**config.mk**
```make
export PLATFORM = sky130hd
export DESIGN_NAME = fetch_stage
export DESIGN_NICKNAME = d
export VERILOG_FILES = /design/src/rtl/cpu_pkg.sv /design/src/rtl/if_id_reg.sv /design/src/rtl/fetch_stage.sv
export SDC_FILE = /design/constraint.sdc
export NUM_CORES = 1
export LEC_CHECK = 0
export ABC_AREA = 1
export CAP_MARGIN = 10
export CORE_MARGIN = 4
export CORE_UTILIZATION = 44
export DETAILED_ROUTE_END_ITERATION = 10
export PLACE_DENSITY = 0.8
export SLEW_MARGIN = 20
export SYNTH_ARGS = -nofsm -noshare
export SYNTH_HDL_FRONTEND = slang
export SYNTH_SLANG_ARGS = --single-unit
```
**constraint.sdc**
```tcl
create_clock -name clk -period 1.43 [get_ports clk]
set_input_delay 0.286 -clock clk [delete_from_list [all_inputs] [get_ports clk]]
set_output_delay 0.286 -clock clk [all_outputs]
set_load 0.1 [all_outputs]
```
**src/rtl/cpu_pkg.sv**
```systemverilog
// rtl/cpu_pkg.sv - shared opcode, width and fetch-action definitions for the CPU front end
package cpu_pkg;

  localparam int INSTR_W = 16;
  localparam int PC_W    = 16;

  typedef enum logic [3:0] {
    OP_TYPEA = 4'b0000,
    OP_BLT   = 4'b0100,
    OP_BGT   = 4'b0101,
    OP_BEQ   = 4'b0110,
    OP_LW    = 4'b1000,
    OP_SW    = 4'b1011,
    OP_JMP   = 4'b1100,
    OP_NOP   = 4'b1110,
    OP_HALT  = 4'b1111
  } opcode_e;

  // What the fetch stage does on the coming edge, already resolved by priority.
  typedef enum logic [2:0] {
    ACT_REDIRECT,
    ACT_HALTED,
    ACT_STALL,
    ACT_FETCH,
    ACT_HALT_FETCH
  } fetch_act_e;

  function automatic fetch_act_e resolve_action(
    input logic redirect,
    input logic halted,
    input logic stall,
    input logic fetched_halt
  );
    if (redirect)          return ACT_REDIRECT;
    else if (halted)       return ACT_HALTED;
    else if (stall)        return ACT_STALL;
    else if (fetched_halt) return ACT_HALT_FETCH;
    else                   return ACT_FETCH;
  endfunction

endpackage

```
**src/rtl/if_id_reg.sv**
```systemverilog
// rtl/if_id_reg.sv - IF/ID pipeline register with flush, bubble and hold control
module if_id_reg #(
  parameter int INSTR_W = 16,
  parameter int PC_W    = 16
) (
  input  logic               clk,
  input  logic               rst_n,
  input  logic               flush_i,
  input  logic               bubble_i,
  input  logic               load_i,
  input  logic [INSTR_W-1:0] instr_i,
  input  logic [PC_W-1:0]    pc_i,
  output logic [INSTR_W-1:0] instr_o,
  output logic [PC_W-1:0]    pc_o,
  output logic               valid_o
);

  logic [INSTR_W-1:0] instr_q, instr_d;
  logic [PC_W-1:0]    pc_q, pc_d;
  logic               valid_q, valid_d;

  // Flush wipes the word; a bubble only drops valid. Neither asserted and no load means hold.
  always_comb begin
    instr_d = instr_q;
    pc_d    = pc_q;
    valid_d = valid_q;
    if (flush_i) begin
      instr_d = '0;
      valid_d = 1'b0;
    end else if (bubble_i) begin
      valid_d = 1'b0;
    end else if (load_i) begin
      instr_d = instr_i;
      pc_d    = pc_i;
      valid_d = 1'b1;
    end
  end

  always_ff @(posedge clk) begin
    if (!rst_n) begin
      instr_q <= '0;
      pc_q    <= '0;
      valid_q <= 1'b0;
    end else begin
      instr_q <= instr_d;
      pc_q    <= pc_d;
      valid_q <= valid_d;
    end
  end

  assign instr_o = instr_q;
  assign pc_o    = pc_q;
  assign valid_o = valid_q;

endmodule

```
**src/rtl/fetch_stage.sv**
```systemverilog
// rtl/fetch_stage.sv - PC register, next-PC selection and IF/ID handoff to the decoder
module fetch_stage
  import cpu_pkg::*;
#(
  parameter int               INSTR_W     = cpu_pkg::INSTR_W,
  parameter int               PC_W        = cpu_pkg::PC_W,
  parameter int               PC_STEP     = 2,
  parameter logic [PC_W-1:0]  RESET_PC    = '0,
  parameter logic [3:0]       NOP_OPCODE  = OP_NOP,
  parameter logic [3:0]       HALT_OPCODE = OP_HALT
) (
  input  logic               clk,
  input  logic               rst_n,
  input  logic               stall,
  input  logic               redirect,
  input  logic [PC_W-1:0]    redirect_pc,
  output logic [PC_W-1:0]    imem_addr,
  input  logic [INSTR_W-1:0] imem_rdata,
  output logic [INSTR_W-1:0] ifid_instr,
  output logic [PC_W-1:0]    ifid_pc,
  output logic               ifid_valid,
  output logic [3:0]         ifid_opcode,
  output logic               halted
);

  logic [PC_W-1:0] pc_q, pc_d;
  logic            halted_q, halted_d;
  logic [PC_W-1:0] pc_inc;
  logic            fetched_halt;
  fetch_act_e      act;

  // Wraps modulo 2^PC_W by construction.
  assign pc_inc       = pc_q + PC_W'(PC_STEP);
  assign fetched_halt = (imem_rdata[INSTR_W-1 -: 4] == HALT_OPCODE);
  assign act          = resolve_action(redirect, halted_q, stall, fetched_halt);

  always_comb begin
    pc_d     = pc_q;
    halted_d = halted_q;
    case (act)
      ACT_REDIRECT: begin
        pc_d     = redirect_pc;
        halted_d = 1'b0;
      end
      ACT_HALT_FETCH: halted_d = 1'b1;
      ACT_FETCH:      pc_d     = pc_inc;
      default: ;
    endcase
  end

  always_ff @(posedge clk) begin
    if (!rst_n) begin
      pc_q     <= RESET_PC;
      halted_q <= 1'b0;
    end else begin
      pc_q     <= pc_d;
      halted_q <= halted_d;
    end
  end

  if_id_reg #(
    .INSTR_W (INSTR_W),
    .PC_W    (PC_W)
  ) u_if_id_reg (
    .clk      (clk),
    .rst_n    (rst_n),
    .flush_i  (act == ACT_REDIRECT),
    .bubble_i (act == ACT_HALTED),
    .load_i   ((act == ACT_FETCH) || (act == ACT_HALT_FETCH)),
    .instr_i  (imem_rdata),
    .pc_i     (pc_inc),
    .instr_o  (ifid_instr),
    .pc_o     (ifid_pc),
    .valid_o  (ifid_valid)
  );

  assign imem_addr   = pc_q;
  assign halted      = halted_q;
  // Bubbles must never look like opcode 0000, which writes a register.
  assign ifid_opcode = ifid_valid ? ifid_instr[INSTR_W-1 -: 4] : NOP_OPCODE;

endmodule

```
; Word level (Yosys, flattened, before mapping)
; Cells that the tools add are included.
[op_classes]
addsub = 1
n_eq_ne = 4
mux = 7
n_bitwise = 3
n_reduce_logical = 8
[op_table]
columns = cell, count
row1 = case mux 16 bit (2 select lines), 1
row2 = "adder 16 x 2 -> 16 bit, second input constant", 1
row3 = two-way mux 3 bit, 4
row4 = "equality test 4 bit, second input constant", 1
row5 = two-way mux 4 bit, 1
row6 = nonzero test 2 bit, 2
row7 = "equality test 3 x 1 -> 1 bit, second input constant", 1
row8 = "equality test 3 x 2 -> 1 bit, second input constant", 1
row9 = "equality test 3 bit, second input constant", 1
row10 = zero test 3 bit, 1
row11 = inverter 1 bit, 3
row12 = AND reduction 3 bit, 1
row13 = OR reduction 3 bit, 1
row14 = case mux 1 bit (2 select lines), 1
row15 = AND reduction 2 bit, 1
row16 = OR reduction 2 bit, 1
row17 = logical OR 1 bit, 1
[totals]
register_bits = 50
output_inout_bits = 54
word_cells = 28

; Longest topological paths before layout
; Gate-level depths: netlist of the first run.
[logic_depth]
word_depth = 8
depth_mapped = 10
ltp_nobuf = 10

; Cells and area by module
; Synthesis of the first run repeated with hierarchy kept, for this count alone.
[hier_totals]
hier_cells = 394
area_unflattened_um2 = 2575.0
[by_module_without_submodules]
columns = mod, instances, cells_per_inst, area_each_um2
row1 = if_id_reg, 1, 183, 1333.8
row2 = fetch_stage, 1, 211, 1241.2

; Worst setup path after synthesis of the first run
; OpenSTA, ideal clock, no wires.
[synth_path]
path_kind = reg-to-reg
startpoint = reg pc_q[1] (netlist: imem_addr[1])
endpoint = reg pc_q[13] (netlist: imem_addr[13])
setup_ns = 0.128
arrival_ns = 2.032
required_time_ns = 1.302
setup_slack_ns = -0.730
stages_incl_launch_ff = 9
synth_period_minus_slack_ns = 2.160
path_cell_list = dfxtp_1 > ha_1 > nand2_2 > nor2_4 > nand4_1 > nand2_1 > nor2_1 > nor2_1 > nor2_1
[synth_between]
elab_chain_len = 2
[synth_lines]
columns = item, line_no
row1 = "start, declared", fetch_stage.sv:26  ; logic [PC_W-1:0] pc_q, pc_d;
row2 = "start signal, assigned", fetch_stage.sv:56  ; pc_q <= pc_d;
row3 = adder 16 x 2 -> 16 bit, fetch_stage.sv:33  ; assign pc_inc = pc_q + PC_W'(PC_STEP);
row4 = case mux 16 bit (2 select lines), fetch_stage.sv:40  ; case (act)
; No other way between the ends.
; A chain may end at the register's enable or synchronous reset.

; Worst setup path after layout of the first run
[layout_path]
startpoint = reg u_if_id_reg.valid_q (netlist: u_if_id_reg.valid_o)
endpoint = out ifid_opcode[1]
[layout_between]
elab_chain_len = 1
[layout_lines]
columns = item, line_no
row1 = "start, declared", if_id_reg.sv:20  ; logic valid_q, valid_d;
row2 = "start signal, assigned", if_id_reg.sv:47  ; valid_q <= valid_d;
row3 = two-way mux 4 bit, fetch_stage.sv:80  ; assign ifid_opcode = ifid_valid ? ifid_instr[INSTR_W-1 -: 4] : NOP_OPCODE;
row4 = "end, declared", fetch_stage.sv:22  ; output logic [3:0] ifid_opcode,
; No other way between the ends.

==> results.md, run 1 <==
* FMAX at 0.718 GHz
* Initial DRC count at 132
* Final std cells w/o fill at 531
* Synth top area share at 0.416
* Post-synthesis async set-or-reset flop share at 0
* Hold Path End: u_if_id_reg.valid_o
* Flops & latches, synth at 50
* Port bufs at 89
* Largest net degree at the start of global routing at 19
* Via count at 2726
* Skew final at 0.00266 ns
* Final worst-path cycle share at 0.974
* EDFF count, synth at 0
* Reg2reg setup slack at 0.04 ns
* Routability cong. at 0.898
* DRT antenna net count at 0
* Final hold vios at 0
* Sequential area share after synthesis at 0.416
* Setup tns final at 0 ns
* Logic pwr share at 0.366
* Die width at 82.0 um
* RR Startpoint: imem_addr[1]
* Worst Setup Slack, final at 0.0377 ns
* Switch share at 0.375
* WL per Instance at 14.5 um
* Worst Max-Slew Pin Slew at 0.275 ns
* Yosys warns at 0
* Post-DP HPWL at 5770 um
* Final Routed Wirelength at 7700 um
* Fin util at 0.816
* Core Box Area at 5200 um^2
* # rows at 26
* Syn Nets at 391
* Placed cell count at 516
* Pwr/cell area at 871 nW/um^2
* Global-route wire length before repair at 12200 um
* Switching pwr at 1.39 mW
* Synth cell count leaders: 77 x nand2_1, 65 x nor2_1, 50 x dfxtp_1
* Share of post-route cells with drive strength above 1 at 0.291
* GRT Util Overall at 0.233
* Clk sink count at 50
* Syn Std Cell Area at 2410 um^2
* Combinational family with the most area after synthesis: simple AND/OR/NAND/NOR gates
* Area leader, netlist: dfxtp_1
* Cells on worst reg2reg path at 9
* Worst hold path type: reg -> reg
* Vias in the first global route at 2609
* Multiplexer area fraction after synthesis at 0
* Crit start category: flip-flop
* RSZ-0062 raised after global routing: true
* CTS Hold Bufs at 0
* Io pins at 90
* Internal power at 2.31 mW
* Initial Util at 0.463
* NumNets Final at 496
* DRT Pass-1 Iters at 4
* Post-route cell area at 4250 um^2
* Remaining DRCs at 0
* Worst EP arrival at 1.11 ns
* TritonCTS clock tree: done
* Die area at 6720 um^2
* Final setup viols at 0
* Synth-to-layout area growth at 76.5%
* Worst-Skew Late Latency at 0.29 ns
* Crit end category: primary output
* Final Power at 3.70 mW
* Root buf cell: clkbuf_8
* Clock Path Buffers at 2
* WP data required at 1.14 ns
* Post-Syn Area per Cell at 6.80 um^2
* Synth unique cells at 30
* Setup Crit Path Kind: reg -> out
* Worst r2r dst: imem_addr[13]
* DP Worst Slack at -0.233 ns
* Cells on Worst Hold Path at 1
* Top_reg_cell synth: dfxtp_1
* Clock H-tree levels at 2
* Status: completed
* Num CTS Buffers at 5
* CTS clock-pin slew for the worst setup and hold paths at 0.09 ns
* Area contributors post-synth: dfxtp_1 42%, nand2_1 12%, nor2_1 10%, inv_1 6.7%, nand3_1 6.0%
* Sequential power share at 0.423
* Antenna violations before repair at 1
* Max Transition Viols Final at 0
* Area after DPL at 4070 um^2
* Xor/xnor share of the synthesized area at 0.0109
* Max transition margin at 0.816
* Leak at 1.90 nW
* Top-count cell post-synth: nand2_1
* Cell count after synthesis at 354
* Power share of the clock group at 0.211
* Adder-cell share of the synthesized area at 0.00520
* Max Cap Violations at 0
* Compound-cell area share of the yosys netlist at 0.108
* Final Hold Slack at 0.461 ns
* Post-layout min period at 1.39 ns
* Die Ht at 82.0 um
* Worst Hold Launch: halted
* Global route overflow at 0
* Peak supply drop at 0.621 mV
* Post-Synth Simple-Gate Area at 0.339
* Via density at 5.13
* Critical-path maximum fanout at 4
[cells by family after synthesis]
| group | count (synthesis) |
|---|---|
| fa+ha+maj | 1 |
| compound gates | 48 |
| xor+xnor | 3 |
| simple gates | 189 |
| flops | 50 |
| buf+inv | 63 |
[cells in the final DEF (no fill, tap or decap), types with 2 or more instances in the layout]
master,netlist,layout
nand3_1,29,28
dfxtp_2,0,8
a21oi_1,14,14
o211ai_1,5,5
o21ai_0,25,24
nand2_4,0,3
nor2_2,3,5
nor2_4,3,4
nor2_1,65,63
dfxtp_1,50,29
dfxtp_4,0,13
nand4_1,5,5
clkdlybuf4s50_1,0,34
o21ai_1,1,2
buf_12,0,55
inv_1,43,40
nand2_1,77,73
clkbuf_8,0,5
inv_2,2,2
buf_4,5,22
inv_4,2,4
nand3b_1,2,2
nand2_2,1,2
xor2_1,3,2
[what timing repair did]
action,4_1_cts,5_1_grt
pin swaps,0,6
gates resized for setup,0,15
setup buffers,2,3
endpoints found under the setup margin,1,19
gates cloned,0,1
[power by group through the flow]
stage | Combinational (mW) | Clock [mW] | Sequential, mW
after floorplan | 0.305 | 0 | 2.06
after global placement | 1.30 | 0 | 1.60
after detailed placement | 1.32 | 0 | 1.60
after CTS | 1.33 | 0.803 | 1.57
after global routing | 1.42 | 0.867 | 1.58
final | 1.36 | 0.781 | 1.57
[per-layer routing]
metal	vias up	GRT usage	routed length [um]
met5	-	0	0
met4	0	0.115	310
met3	27	0.0362	450
met2	113	0.406	4030
met1	1256	0.276	2900
li1	1330	-	-
[registers in the layout, indices dropped and copies added (netlist names)]
name,flops
imem_addr,16
u_if_id_reg.instr_o,16
u_if_id_reg.pc_o,16
halted,1
u_if_id_reg.valid_o,1
[worst max-delay path by stage]
| stage | start | end | cells after the start |
|---|---|---|---|
| detailed placement | imem_rdata[14] | imem_addr[11] | 10 |
| CTS | u_if_id_reg.valid_o | ifid_opcode[1] | 3 |
| global route | imem_addr[1] | imem_addr[13] | 9 |
| finish | u_if_id_reg.valid_o | ifid_opcode[1] | 3 |
| floorplan | imem_addr[1] | imem_addr[13] | 8 |
| global placement | imem_rdata[13] | imem_addr[3] | 10 |
[final cells by class]
| type | count | area [um^2] |
|---|---|---|
| Clock inverter | 2 | 8.76 |
| Sequential cell | 50 | 1060 |
| Multi-Input combinational cell | 242 | 1200 |
| Antenna cell | 1 | 2.50 |
| Tap cell | 70 | 87.6 |
| Inverter | 47 | 190 |
| Fill cell | 305 | 956 |
| Timing Repair Buffer | 113 | 1630 |
| Clock buffer | 6 | 72.6 |
[worst max-delay path: stages (launching register included)]
cell and delay, ns:
dfxtp_4 0.38, inv_4 0.04, or2_4 0.23, buf_12 0.16
Note: power is estimated with default switching activity, not from simulation.
==> run 2: changes to the inputs <==
--- a/config.mk
+++ b/config.mk
@@ -11,6 +11,7 @@
 export CORE_UTILIZATION = 44
 export DETAILED_ROUTE_END_ITERATION = 10
 export PLACE_DENSITY = 0.8
+export SKIP_LAST_GASP = 1
 export SLEW_MARGIN = 20
 export SYNTH_ARGS = -nofsm -noshare
 export SYNTH_HDL_FRONTEND = slang
==> results.md, run 2 (synthesis gave the netlist of run 1 again) <==
* Status: completed
* Final Routed Wirelength at 7720 um
* Final hold vios at 0
* RSZ-0062 raised after global routing: true
* Final worst-path cycle share at 0.975
* Global-route wire length before repair at 12200 um
* Crit end category: primary output
* Placed cell count at 516
* Vias in the first global route at 2609
* Largest net degree at the start of global routing at 19
* # rows at 26
* FILL cells at 306
* Clock Path Buffers at 2
* Worst EP arrival at 1.11 ns
* Post-DP HPWL at 5770 um
* Remaining DRCs at 0
* Via count at 2740
* Num CTS Buffers at 5
* Setup Crit Path Kind: reg -> out
* Antenna violations before repair at 1
* Max Cap Violations at 0
* Clock H-tree levels at 2
* Critical-path maximum fanout at 4
* Skew final at 0.00330 ns
* Via density at 5.16
* TritonCTS clock tree: done
* Largest delay contributor family on the critical path: flip-flops
* Reg2reg setup slack at 0.04 ns
* Worst hold path type: reg -> reg
* Final std cells w/o fill at 531
* Die width at 82.0 um
* Most frequent cells in the layout: 73 x nand2_1, 63 x nor2_1, 55 x buf_12
* Final Hold Slack at 0.459 ns
* CP bufs+invs at 2
* DRT antenna net count at 0
* Global route overflow at 0
* Initial Util at 0.463
* Max Transition Viols Final at 0
* Initial DRC count at 188
* Worst-Skew Late Latency at 0.29 ns
* Crit path largest cell delay at 0.37 ns
* FMAX at 0.717 GHz
* Die Ht at 82.0 um
* Root buf cell: clkbuf_8
* Io pins at 90
* Worst Max-Slew Pin Slew at 0.273 ns
* NumNets Final at 496
* Post-layout min period at 1.39 ns
* Max transition margin at 0.818
* DRT Pass-1 Iters at 4
* GRT Util Overall at 0.233
* Worst Setup Slack, final at 0.0361 ns
* Crit-path cells: inv_2, or2_4, buf_12
* DP Worst Slack at -0.233 ns
* Die area at 6720 um^2
* Final setup viols at 0
* Most common cell after layout, fill and taps aside: nand2_1
* Synth-to-layout area growth at 76.4%
* WP data required at 1.14 ns
* WL per Instance at 14.5 um
* Crit start category: flip-flop
* Peak supply drop at 0.621 mV
* Core Box Area at 5200 um^2
* Clk sink count at 50
* Setup tns final at 0 ns
* Share of post-route cells with drive strength above 1 at 0.291
* Port bufs at 89
* Worst path slowest cell: dfxtp_4
* CTS clock-pin slew for the worst setup and hold paths at 0.09 ns
* Leak at 1.90 nW
* Routability cong. at 0.898
* Pwr/cell area at 873 nW/um^2
[run 2: per-layer routing]
layer / GRT usage / wire length [um] / vias to the layer above
met4: 0.115 / 350 / 0
met3: 0.0362 / 468 / 33
met1: 0.276 / 2910 / 1249
met5: 0 / 0 / -
met2: 0.406 / 4000 / 127
li1: - / - / 1331
[run 2: final timing paths]
path | startpoint | endpoint | cells after the start
setup / recovery | u_if_id_reg.valid_o | ifid_opcode[1] | 3
hold / removal | halted | u_if_id_reg.valid_o | 1
setup reg to reg | imem_addr[1] | u_if_id_reg.pc_o[11] | 8
hold reg to reg | halted | u_if_id_reg.valid_o | 1
[run 2: what timing repair did]
item                       CTS  global route
setup buffers                2             3
setup endpoints to repair    1            19
resized for setup            0            14
hold buffers                 0             0
pin swaps                    0             6
cloned                       0             1
[run 2: final cells by class]
class | instances | area, um^2 | share of cell area
Antenna cell | 1 | 2.50 | 0.000589
Clock buffer | 6 | 72.6 | 0.0171
Clock inverter | 2 | 8.76 | 0.00206
Inverter | 47 | 188 | 0.0442
Multi-Input combinational cell | 242 | 1200 | 0.282
Sequential cell | 50 | 1060 | 0.250
Tap cell | 70 | 87.6 | 0.0206
Timing Repair Buffer | 113 | 1630 | 0.384
[run 2: worst register-to-register path, cell delays in order, from the launching register on]
cell and delay [ns]:
dfxtp_4 0.39, ha_4 0.16, nand2_4 0.08, nor2_4 0.22, nand3_1 0.12, nand2_2 0.12
nand2_1 0.06, o211ai_1 0.08, inv_1 0.06
[run 2: stage by stage]
| step | power (mW) | instance area [um^2] | utilization |
|---|---|---|---|
| 5_1_grt | 3.86 | 4250 | 0.816 |
| 3_3_place_gp | 2.90 | 4070 | 0.782 |
| 3_5_place_dp | 2.92 | 4070 | 0.782 |
| 4_1_cts | 3.70 | 4170 | 0.800 |
| 6_report | 3.71 | 4250 | 0.816 |
| 2_1_floorplan | 2.37 | 2500 | - |
[run 2: report_power, final]
group	switching (mW)	internal [mW]	leakage [nW]
Clock	0.446	0.338	0.0426
Sequential	0.106	1.46	0.422
Combinational	0.839	0.518	1.43
Total	1.39	2.31	1.90
==> run 3: changes to the inputs <==
--- a/config.mk
+++ b/config.mk
@@ -10,6 +10,7 @@
 export CORE_MARGIN = 4
 export CORE_UTILIZATION = 44
 export DETAILED_ROUTE_END_ITERATION = 10
+export MAX_ROUTING_LAYER = met4
 export PLACE_DENSITY = 0.8
 export SKIP_LAST_GASP = 1
 export SLEW_MARGIN = 20
==> constraint.sdc (replaced) <==
create_clock -name clk -period 1.6 [get_ports clk]
set_input_delay 0.32 -clock clk [delete_from_list [all_inputs] [get_ports clk]]
set_output_delay 0.32 -clock clk [all_outputs]
set_load 0.1 [all_outputs]
==> results.md, run 3 (synthesis gave the netlist of run 1 again) <==
* Critical-path maximum fanout at 3
* Initial Util at 0.463
* Final worst-path cycle share at 0.948
* Leak at 1.85 nW
* Die width at 82.0 um
* Logic pwr share at 0.344
* Metal3 WL at 385 um
* DRT antenna net count at 0
* Area after DPL at 4010 um^2
* Worst-Skew Late Latency at 0.31 ns
* Worst hold path type: reg -> reg
* Top routing layer in use: met4
* Internal power at 2.20 mW
* Global route overflow at 0
* Clock Path Buffers at 2
* Fin util at 0.794
* Post-DP HPWL at 5700 um
* CTS Hold Bufs at 0
* CP bufs+invs at 2
* Worst Max-Slew Pin Slew at 0.320 ns
* Switching pwr at 1.24 mW
* Max Transition Viols Final at 0
* TritonCTS clock tree: done
* GRT Util Overall at 0.242
* Antenna violations before repair at 0
* Worst EP arrival at 1.20 ns
* Most common cell after layout, fill and taps aside: nand2_1
* Wire length on met2 at 4030 um
* Final Routed Wirelength at 7480 um
* Crit end category: primary output
* Num CTS Buffers at 5
* Synth-to-layout area growth at 71.6%
* Switch share at 0.360
* Root buf cell: clkbuf_8
* Via count at 2616
* # rows at 26
* DRT Pass-1 Iters at 4
* Crit start category: flip-flop
* Clock H-tree levels at 2
* DRT met1 WL at 2890 um
* Sequential power share at 0.410
* Setup Crit Path Kind: reg -> out
* Crit-path cells: inv_1, or2_2, buf_12
* Io pins at 90
* Final Hold Slack at 0.468 ns
* Max transition margin at 0.785
* WL per Instance at 14.4 um
* Antenna cells at 0
* Max Cap Violations at 0
* Vias in the first global route at 2551
* Largest delay contributor family on the critical path: flip-flops
* Post-layout min period at 1.52 ns
* Core Box Area at 5200 um^2
* Skew final at 0.00632 ns
* Largest net degree at the start of global routing at 24
* Die Ht at 82.0 um
* Most frequent cells in the layout: 75 x nand2_1, 65 x nor2_1, 58 x buf_12
* Peak supply drop at 0.454 mV
* FMAX at 0.659 GHz
* WP data required at 1.28 ns
* Global-route wire length before repair at 12100 um
* Pwr/cell area at 832 nW/um^2
* NumNets Final at 486
* CTS clock-pin slew for the worst setup and hold paths at 0.08 ns
* FILL cells at 343
* Share of post-route cells with drive strength above 1 at 0.256
* Remaining DRCs at 0
* Initial DRC count at 179
* Crit path largest cell delay at 0.36 ns
* Worst path slowest cell: dfxtp_4
* Via density at 5.03
* Post-route cell area at 4130 um^2
* Die area at 6720 um^2
* Port bufs at 89
* Final hold vios at 0
* Power share of the clock group at 0.246
* Routability cong. at 0.877
* Final setup viols at 0
* Status: completed
* Clk sink count at 50
-- run 3: changes by cell type in the layout (fill, tap and decap cells not counted), sizes merged --
cell	before	now
dlymetal6s2s	1	0
buf	78	69
clkdlybuf4s50	34	35
clkbuf	6	8
nor2	72	71
diode	1	0
clkinv	2	0
-- run 3: power groups by stage --
stage / Clock, mW / Sequential [mW] / Combinational [mW]
after floorplan: 0 / 1.85 / 0.267
after global routing: 0.910 / 1.42 / 1.24
after CTS: 0.860 / 1.41 / 1.18
after detailed placement: 0 / 1.44 / 1.17
final: 0.846 / 1.41 / 1.18
after global placement: 0 / 1.44 / 1.16
-- run 3: timing repair --
item | in CTS | in global routing
endpoints found under the hold margin | 0 | 0
endpoints found under the setup margin | 0 | 7
setup buffers | 0 | 2
resized for setup | 0 | 0
-- run 3: final cells by class --
cell class                      count  area [um^2]  share of cell area
Clock buffer                        8          110              0.0267
Inverter                           47          185              0.0448
Multi-Input combinational cell    241         1120               0.271
Sequential cell                    50         1030               0.250
Tap cell                           70         87.6              0.0212
Timing Repair Buffer              104         1590               0.386
-- run 3: final timing paths --
kind / start / to / slack, ns / cells past startpoint
worst max register to register: imem_addr[1] / imem_addr[3] / 0.10 / 8
worst min register to register: halted / u_if_id_reg.valid_o / 0.47 / 1
worst max-delay path: u_if_id_reg.valid_o / ifid_opcode[1] / 0.08 / 3
worst min-delay path: halted / u_if_id_reg.valid_o / 0.47 / 1
-- run 3: per-layer routing --
layer / vias up / GRT usage
li1: 1309 / -
met3: 18 / 0.0406
met4: 0 / 0.0864
met2: 85 / 0.431
met1: 1204 / 0.270
met5: - / -
-- run 3: through the flow --
| stage | TNS [ns] | worst slack (ns) | instances | total power [mW] |
|---|---|---|---|---|
| final | 0 | 0.0831 | 520 | 3.44 |
| after global routing | -0.00409 | -0.00367 | 520 | 3.56 |
| after CTS | 0 | 0.00797 | 518 | 3.45 |
| after detailed placement | -2.77 | -0.152 | 510 | 2.61 |
| after global placement | -1.37 | -0.0802 | 510 | 2.59 |
| after floorplan | 0 | 0.0198 | 354 | 2.12 |
